===== src/rtl/id_scanner_if.sv =====
// ============================================================================
// Module      : id_scanner_if
// Description : Character-stream and status bundle for the identifier scanner.
// Revision    : 1.0
// ============================================================================
`default_nettype none

interface id_scanner_if #(
    parameter int LEN_W = 6,
    parameter int CNT_W = 16
) ();
    logic [7:0]       char;
    logic             valid;
    logic             clear;
    logic             out;
    logic             done;
    logic [LEN_W-1:0] alpha_len;
    logic [LEN_W-1:0] digit_len;
    logic [CNT_W-1:0] match_cnt;

    modport master (
        output char, valid, clear,
        input  out, done, alpha_len, digit_len, match_cnt
    );

    modport slave (
        input  char, valid, clear,
        output out, done, alpha_len, digit_len, match_cnt
    );
endinterface

`default_nettype wire


===== src/rtl/id_scanner.sv =====
// ============================================================================
// Module      : id_scanner
// Description : Letter-run then digit-run identifier recognizer with run
//               lengths, termination pulse and saturating match counter.
// Revision    : 1.0
// ============================================================================
`default_nettype none

module id_scanner #(
    parameter int MIN_ALPHA        = 1,
    parameter int MIN_DIGIT        = 1,
    parameter int LEN_W            = 6,
    parameter int CNT_W            = 16,
    parameter int ALLOW_UNDERSCORE = 0
) (
    input  wire logic clk,
    input  wire logic reset,
    id_scanner_if.slave bus
);

    localparam logic [1:0] S_IDLE  = 2'd0;
    localparam logic [1:0] S_ALPHA = 2'd1;
    localparam logic [1:0] S_DIGIT = 2'd2;

    localparam logic [LEN_W-1:0] c_len_max   = {LEN_W{1'b1}};
    localparam logic [LEN_W-1:0] c_len_zero  = {LEN_W{1'b0}};
    localparam logic [LEN_W-1:0] c_len_one   = {{(LEN_W-1){1'b0}}, 1'b1};
    localparam logic [LEN_W-1:0] c_min_alpha = LEN_W'(MIN_ALPHA);
    localparam logic [LEN_W-1:0] c_min_digit = LEN_W'(MIN_DIGIT);
    localparam logic [CNT_W-1:0] c_cnt_max   = {CNT_W{1'b1}};
    localparam logic [CNT_W-1:0] c_cnt_one   = {{(CNT_W-1){1'b0}}, 1'b1};

    logic [1:0]       r_state;
    logic [LEN_W-1:0] r_alpha_len;
    logic [LEN_W-1:0] r_digit_len;
    logic [CNT_W-1:0] r_match_cnt;
    logic             r_done;

    logic [1:0]       w_state_nxt;
    logic [LEN_W-1:0] w_alpha_nxt;
    logic [LEN_W-1:0] w_digit_nxt;
    logic             w_is_digit;
    logic             w_is_letter;
    logic             w_is_us;
    logic             w_out;
    logic             w_out_nxt;
    logic             w_rise;

    // ------------------------------------------------------------------
    // Character classification
    // ------------------------------------------------------------------
    assign w_is_digit  = (bus.char >= 8'h30) && (bus.char <= 8'h39);
    assign w_is_letter = ((bus.char >= 8'h41) && (bus.char <= 8'h5A)) ||
                         ((bus.char >= 8'h61) && (bus.char <= 8'h7A)) ||
                         w_is_us;

    if (ALLOW_UNDERSCORE != 0) begin : g_underscore
        assign w_is_us = (bus.char == 8'h5F);
    end else begin : g_no_underscore
        assign w_is_us = 1'b0;
    end

    // ------------------------------------------------------------------
    // Next-state and run-length update
    // ------------------------------------------------------------------
    always_comb begin
        w_state_nxt = r_state;
        w_alpha_nxt = r_alpha_len;
        w_digit_nxt = r_digit_len;
        if (bus.valid) begin
            case (r_state)
                S_IDLE: begin
                    if (w_is_letter) begin
                        w_state_nxt = S_ALPHA;
                        w_alpha_nxt = c_len_one;
                        w_digit_nxt = c_len_zero;
                    end else begin
                        w_state_nxt = S_IDLE;
                        w_alpha_nxt = c_len_zero;
                        w_digit_nxt = c_len_zero;
                    end
                end
                S_ALPHA: begin
                    if (w_is_letter) begin
                        if (r_alpha_len != c_len_max) begin
                            w_alpha_nxt = r_alpha_len + c_len_one;
                        end
                    end else if (w_is_digit && (r_alpha_len >= c_min_alpha)) begin
                        w_state_nxt = S_DIGIT;
                        w_digit_nxt = c_len_one;
                    end else begin
                        // Too-short letter run or a separator: discard the token.
                        w_state_nxt = S_IDLE;
                        w_alpha_nxt = c_len_zero;
                        w_digit_nxt = c_len_zero;
                    end
                end
                S_DIGIT: begin
                    if (w_is_digit) begin
                        if (r_digit_len != c_len_max) begin
                            w_digit_nxt = r_digit_len + c_len_one;
                        end
                    end else if (w_is_letter) begin
                        w_state_nxt = S_ALPHA;
                        w_alpha_nxt = c_len_one;
                        w_digit_nxt = c_len_zero;
                    end else begin
                        w_state_nxt = S_IDLE;
                        w_alpha_nxt = c_len_zero;
                        w_digit_nxt = c_len_zero;
                    end
                end
                default: begin
                    w_state_nxt = S_IDLE;
                    w_alpha_nxt = c_len_zero;
                    w_digit_nxt = c_len_zero;
                end
            endcase
        end
    end

    // Match flag is a pure function of the registered state; its next
    // value is needed to detect the rising edge for the counter.
    assign w_out     = (r_state == S_DIGIT) && (r_digit_len >= c_min_digit);
    assign w_out_nxt = (w_state_nxt == S_DIGIT) && (w_digit_nxt >= c_min_digit);
    assign w_rise    = !w_out && w_out_nxt;

    // ------------------------------------------------------------------
    // State registers
    // ------------------------------------------------------------------
    always_ff @(posedge clk) begin
        if (reset) begin
            r_state     <= S_IDLE;
            r_alpha_len <= c_len_zero;
            r_digit_len <= c_len_zero;
            r_done      <= 1'b0;
        end else begin
            r_state     <= w_state_nxt;
            r_alpha_len <= w_alpha_nxt;
            r_digit_len <= w_digit_nxt;
            r_done      <= bus.valid && !w_is_digit && w_out;
        end
    end

    always_ff @(posedge clk) begin
        if (reset) begin
            r_match_cnt <= {CNT_W{1'b0}};
        end else if (bus.clear) begin
            r_match_cnt <= {CNT_W{1'b0}};
        end else if (w_rise && (r_match_cnt != c_cnt_max)) begin
            r_match_cnt <= r_match_cnt + c_cnt_one;
        end
    end

    assign bus.out       = w_out;
    assign bus.done      = r_done;
    assign bus.alpha_len = r_alpha_len;
    assign bus.digit_len = r_digit_len;
    assign bus.match_cnt = r_match_cnt;

endmodule

`default_nettype wire


===== src/flat_wrapper.sv =====
// flat-port wrapper written by rule: the top's interface ports become plain ports
module id_scanner_flat 
#(
    parameter int MIN_ALPHA        = 1,
    parameter int MIN_DIGIT        = 1,
    parameter int LEN_W            = 6,
    parameter int CNT_W            = 16,
    parameter int ALLOW_UNDERSCORE = 0
)
  (clk, reset, bus_char, bus_valid, bus_clear, bus_out, bus_done, bus_alpha_len, bus_digit_len, bus_match_cnt);
  id_scanner_if #(.LEN_W(LEN_W), .CNT_W(CNT_W)) bus_i ();
  input  wire logic clk;
  input  wire logic reset;
  input wire logic [$bits(bus_i.char)-1:0] bus_char;
  input wire logic [$bits(bus_i.valid)-1:0] bus_valid;
  input wire logic [$bits(bus_i.clear)-1:0] bus_clear;
  output wire logic [$bits(bus_i.out)-1:0] bus_out;
  output wire logic [$bits(bus_i.done)-1:0] bus_done;
  output wire logic [$bits(bus_i.alpha_len)-1:0] bus_alpha_len;
  output wire logic [$bits(bus_i.digit_len)-1:0] bus_digit_len;
  output wire logic [$bits(bus_i.match_cnt)-1:0] bus_match_cnt;
  assign bus_i.char = bus_char;
  assign bus_i.valid = bus_valid;
  assign bus_i.clear = bus_clear;
  assign bus_out = bus_i.out;
  assign bus_done = bus_i.done;
  assign bus_alpha_len = bus_i.alpha_len;
  assign bus_digit_len = bus_i.digit_len;
  assign bus_match_cnt = bus_i.match_cnt;
  id_scanner #(.MIN_ALPHA(MIN_ALPHA), .MIN_DIGIT(MIN_DIGIT), .LEN_W(LEN_W), .CNT_W(CNT_W), .ALLOW_UNDERSCORE(ALLOW_UNDERSCORE)) u_core (.clk(clk), .reset(reset), .bus(bus_i));
endmodule

===== config.mk =====
export PLATFORM = sky130hd
export DESIGN_NAME = id_scanner_flat
export DESIGN_NICKNAME = d
export VERILOG_FILES = /design/src/rtl/id_scanner_if.sv /design/src/rtl/id_scanner.sv /design/src/flat_wrapper.sv
export SDC_FILE = /design/constraint.sdc
export NUM_CORES = 1
export LEC_CHECK = 0
export ABC_AREA = 1
export CORE_AREA = 3 3 71 60
export CTS_CLUSTER_DIAMETER = 50
export DETAILED_ROUTE_END_ITERATION = 12
export DIE_AREA = 0 0 74 63
export DONT_BUFFER_PORTS = 1
export PLACE_DENSITY = 0.83
export SKIP_CTS_REPAIR_TIMING = 1
export SYNTH_ARGS = -nofsm -noshare
export SYNTH_HDL_FRONTEND = slang
export SYNTH_SLANG_ARGS = --single-unit

===== constraint.sdc =====
create_clock -name clk -period 5.44 [get_ports clk]
set_input_delay 0.544 -clock clk [delete_from_list [all_inputs] [get_ports clk]]
set_output_delay 0.544 -clock clk [all_outputs]
set_load 0.01 [all_outputs]

==> flow_summary_export.csv <==
group,metric,value,unit
setup_path,slowest_delay,0.55,ns
route,drt_wl_total,5.19,mm
timing,max_freq,398,MHz
route,vias,2172,
setup_path,reg2reg_slack,2.93,ns
setup_path,crit_path_cell_trace,"ha_1, nand3_1, nor2_1, nand2_1, nand2_1, o21ai_1, nand3_1, nand2_1, nand2_1, o21ai_1, nor2_1, nand2_4, nand2_8, nand2_1, a21oi_1",
setup_path,worstSetupPathDepth,15,
finish,n_antenna_cell,0,
route,ant_nets,0,
timing,post-route-min-period,2.51,ns
pwr,seqPwrFrac,48.9,%
pwr,p_int,357,uW
timing,hold_viol_final,0,
pwr,clockPowerShare,42.8,%
cts,cts_root_buf,"clkbuf_8",
cts,path_clk_slew,0.07,ns
setup_path,crit_path_start_kind,"flip-flop",
setup_path,worst-path-buf-inv,0,
floorplan,start_util,63.4,%
logic_synthesis,synth_top_cell_by_area,"dfxtp_1",
floorplan,die_height,63,um
timing,setup_violations,0,
logic_synthesis,syn_inst,351,
setup_path,path_max_fanout,17,
logic_synthesis,syn-cell-area,0.00233,mm^2
cts,clockBufferDepth,2,
logic_synthesis,synth-edff-count,0,
timing,rsz0062_at_grt,"false",
finish,layout.cells.most_common_list,"nand2_1 (69), inv_1 (45), nor2_1 (42)",
floorplan,die_area,0.00466,mm^2
grt,grtUsageMet2,36.0,%
timing,finalCritPeriodShare,46.2,%
timing,holdWs,0.323,ns
timing,slew_headroom,54.4,%
finish,final_common_cell,"nand2_1",
timing,fin_skew,0.0103,ns
timing,report.final.slew_viol_count,0,
setup_path,crit_family,"simple AND/OR/NAND/NOR gates",
cts,cts_tree,"built",
logic_synthesis,ys_seq_elements,31,
timing,fin_setup_tns,0,ns
floorplan,fp-row-count,20,
route,post_drt_wl_per_cell,13.1,um
floorplan,die_w,74,um
finish,fin_nets,374,
setup_path,crit_type,"reg2reg",
grt,track_usage,23.6,%
status,outcome,"complete, no violations",
logic_synthesis,async_flop_share,0,%
placed_design,hpwl,3.87,mm
cts,cts_buffers,5,
logic_synthesis,synth_top_area_share,26.6,%
finish,layout-drive-gt1-share,12.0,%
setup_path,r2r-end,"u_core.bus.match_cnt[8]$_SDFFE_PP0P_",
pwr,switchingPower,119,uW
pwr,p_comb_share,8.3,%
logic_synthesis,yosysUniqueCellTypes,35,
setup_path,cp.required,5.65,ns
placed_design,io_buffers,0,
min_path,hp-class,"in2reg",
logic_synthesis,synth_area_leaders,"dfxtp_1 (27%), nand2_1 (11%), nand3_1 (7.7%)",
setup_path,setup.worst_path.start,"u_core.bus.digit_len[0]$_SDFF_PP0_",
setup_path,end_kind,"flip-flop",
pwr,total_leakage_power,0.000978,uW
setup_path,reg2regPathDepth,15,
cts,clock_sinks,31,
pwr,p_sw_share,25.0,%
grt,grt_use_met1,32.6,%
timing,tightest_slew,0.684,ns
cts,htree_num_levels,2,
route,firstDrtPassIters,5,
route,via_per_inst,5.50,
flow_run,drv_cap,0,
grt,grt_pass1_wl,8.83,mm
grt,grt_overflow_total,0,
route,drt_iter0_markers,116,
grt,met3_usage,5.14,%
placed_design,gp_congestion,0.927,
setup_path,r2r-start,"u_core.bus.digit_len[0]$_SDFF_PP0_",
logic_synthesis,synth-seq-area-share,26.6,%
finish,area_delta_synth_final,4.29,%
logic_synthesis,synth_fp_nets,375,
pwr,p_per_area,196,mW/mm^2
logic_synthesis,yosysWarnings,0,
cts,clkLatencyLatePin,0.29,ns
grt,grt_pass1_vias,2000,
route,drc,0,
floorplan,io_pins,42,
setup_path,crit_path_end,"u_core.bus.match_cnt[8]$_SDFFE_PP0P_",
grt,grt_max_degree,18,
setup_path,crit_slowest_cell,"dfxtp_1",
setup_path,arrival,2.72,ns
pwr,power.ir.vdd_worst,0.120,mV
grt,top_usage_layer,"met2",
grt,antenna_found_initial,0,
min_path,min_path_cells,1,
setup_path,path_common_cell,"nand2_1",
logic_synthesis,synthFlopType,"dfxtp_1",
logic_synthesis,syn_avg_cell_area,6.65,um^2
floorplan,core_area,0.00368,mm^2
## cells in the mapped netlist (2+ instances only)
cell      number
nor4_1         4
nor3_1         8
nor2_1        42
nor3b_1        3
inv_1         45
nand2_1       69
dfxtp_1       31
inv_2          4
a21oi_2       10
xnor2_1        2
clkbuf_1       5
nand4_1        6
xor2_1        13
a21oi_1       16
o211ai_1       2
o21ai_0        7
nand2_2       12
nand2_4        2
nor2_2         3
a211oi_1       2
ha_1          12
o21ai_1        5
nand3_1       36
## logic make-up after synthesis
group                    after synthesis  synth area share, %
AND/OR/NAND/NOR                      190                 38.7
buffers and inverters                 58                 10.4
XOR/XNOR                              15                 5.63
adder cells (fa/ha/maj)               12                 6.43
AO/OA/AOI/OAI                         45                 12.2
flip-flops                            31                 26.6
## power by group through the flow
stage / sequential, uW / combinational (uW) / clock (uW)
finish: 233 / 39.6 / 204
global route: 233 / 45.5 / 218
CTS: 233 / 39.2 / 205
detailed placement: 238 / 39.0 / 0
global placement: 238 / 38.4 / 0
floorplan: 237 / 34.7 / 0
## final cells by class
cell class | count | area [um^2]
clock buffers | 8 | 100
fillers | 331 | 1240
inverters | 50 | 188
multi-input cells | 262 | 1470
flip-flops and latches | 31 | 621
well taps | 44 | 55.1
## worst reg2reg max path, delay by kind of cell, from the launching register on
family	cells	cell delay (ns)
AOI/OAI and AO/OA	3	0.27
adders and majority gates	1	0.26
and+or+nand+nor	11	1.33
DFF	1	0.55
## per-stage QoR
stage	power (uW)	worst slack (ns)	utilization (%)	area, um^2	std cells
after detailed placement	277	2.96	63.4	2330	387
after floorplan	272	3.28	-	2330	351
after global placement	276	2.99	63.4	2330	387
after global routing	496	2.64	66.2	2430	395
after CTS	477	2.94	66.2	2430	395
final	476	2.93	66.2	2430	395
## sequential cells by signal, summed over array words and instances (netlist names)
register and cells:
u_core.bus.match_cnt 16, u_core.bus.done 1, u_core.bus.alpha_len 6, u_core.bus.digit_len 6
u_core.r_state 2
## metal layers
metal	part of all wire, %	up-vias
met5	0	-
met4	1.2	0
met3	6.9	8
met2	45	71
met1	47	969
li1	-	1124
## worst min-delay path by stage
stage                                          from                                   end  slack [ns]
3_3_place_gp   u_core.bus.match_cnt[6]$_SDFFE_PP0P_  u_core.bus.match_cnt[6]$_SDFFE_PP0P_        0.53
3_5_place_dp   u_core.bus.match_cnt[3]$_SDFFE_PP0P_  u_core.bus.match_cnt[3]$_SDFFE_PP0P_        0.54
5_1_grt                                       reset    u_core.bus.digit_len[4]$_SDFF_PP0_        0.31
2_1_floorplan  u_core.bus.match_cnt[6]$_SDFFE_PP0P_  u_core.bus.match_cnt[6]$_SDFFE_PP0P_        0.51
4_1_cts                                       reset    u_core.bus.digit_len[4]$_SDFF_PP0_        0.32
6_report                                      reset    u_core.bus.digit_len[4]$_SDFF_PP0_        0.32
Note: power is estimated with default switching activity, not from simulation.
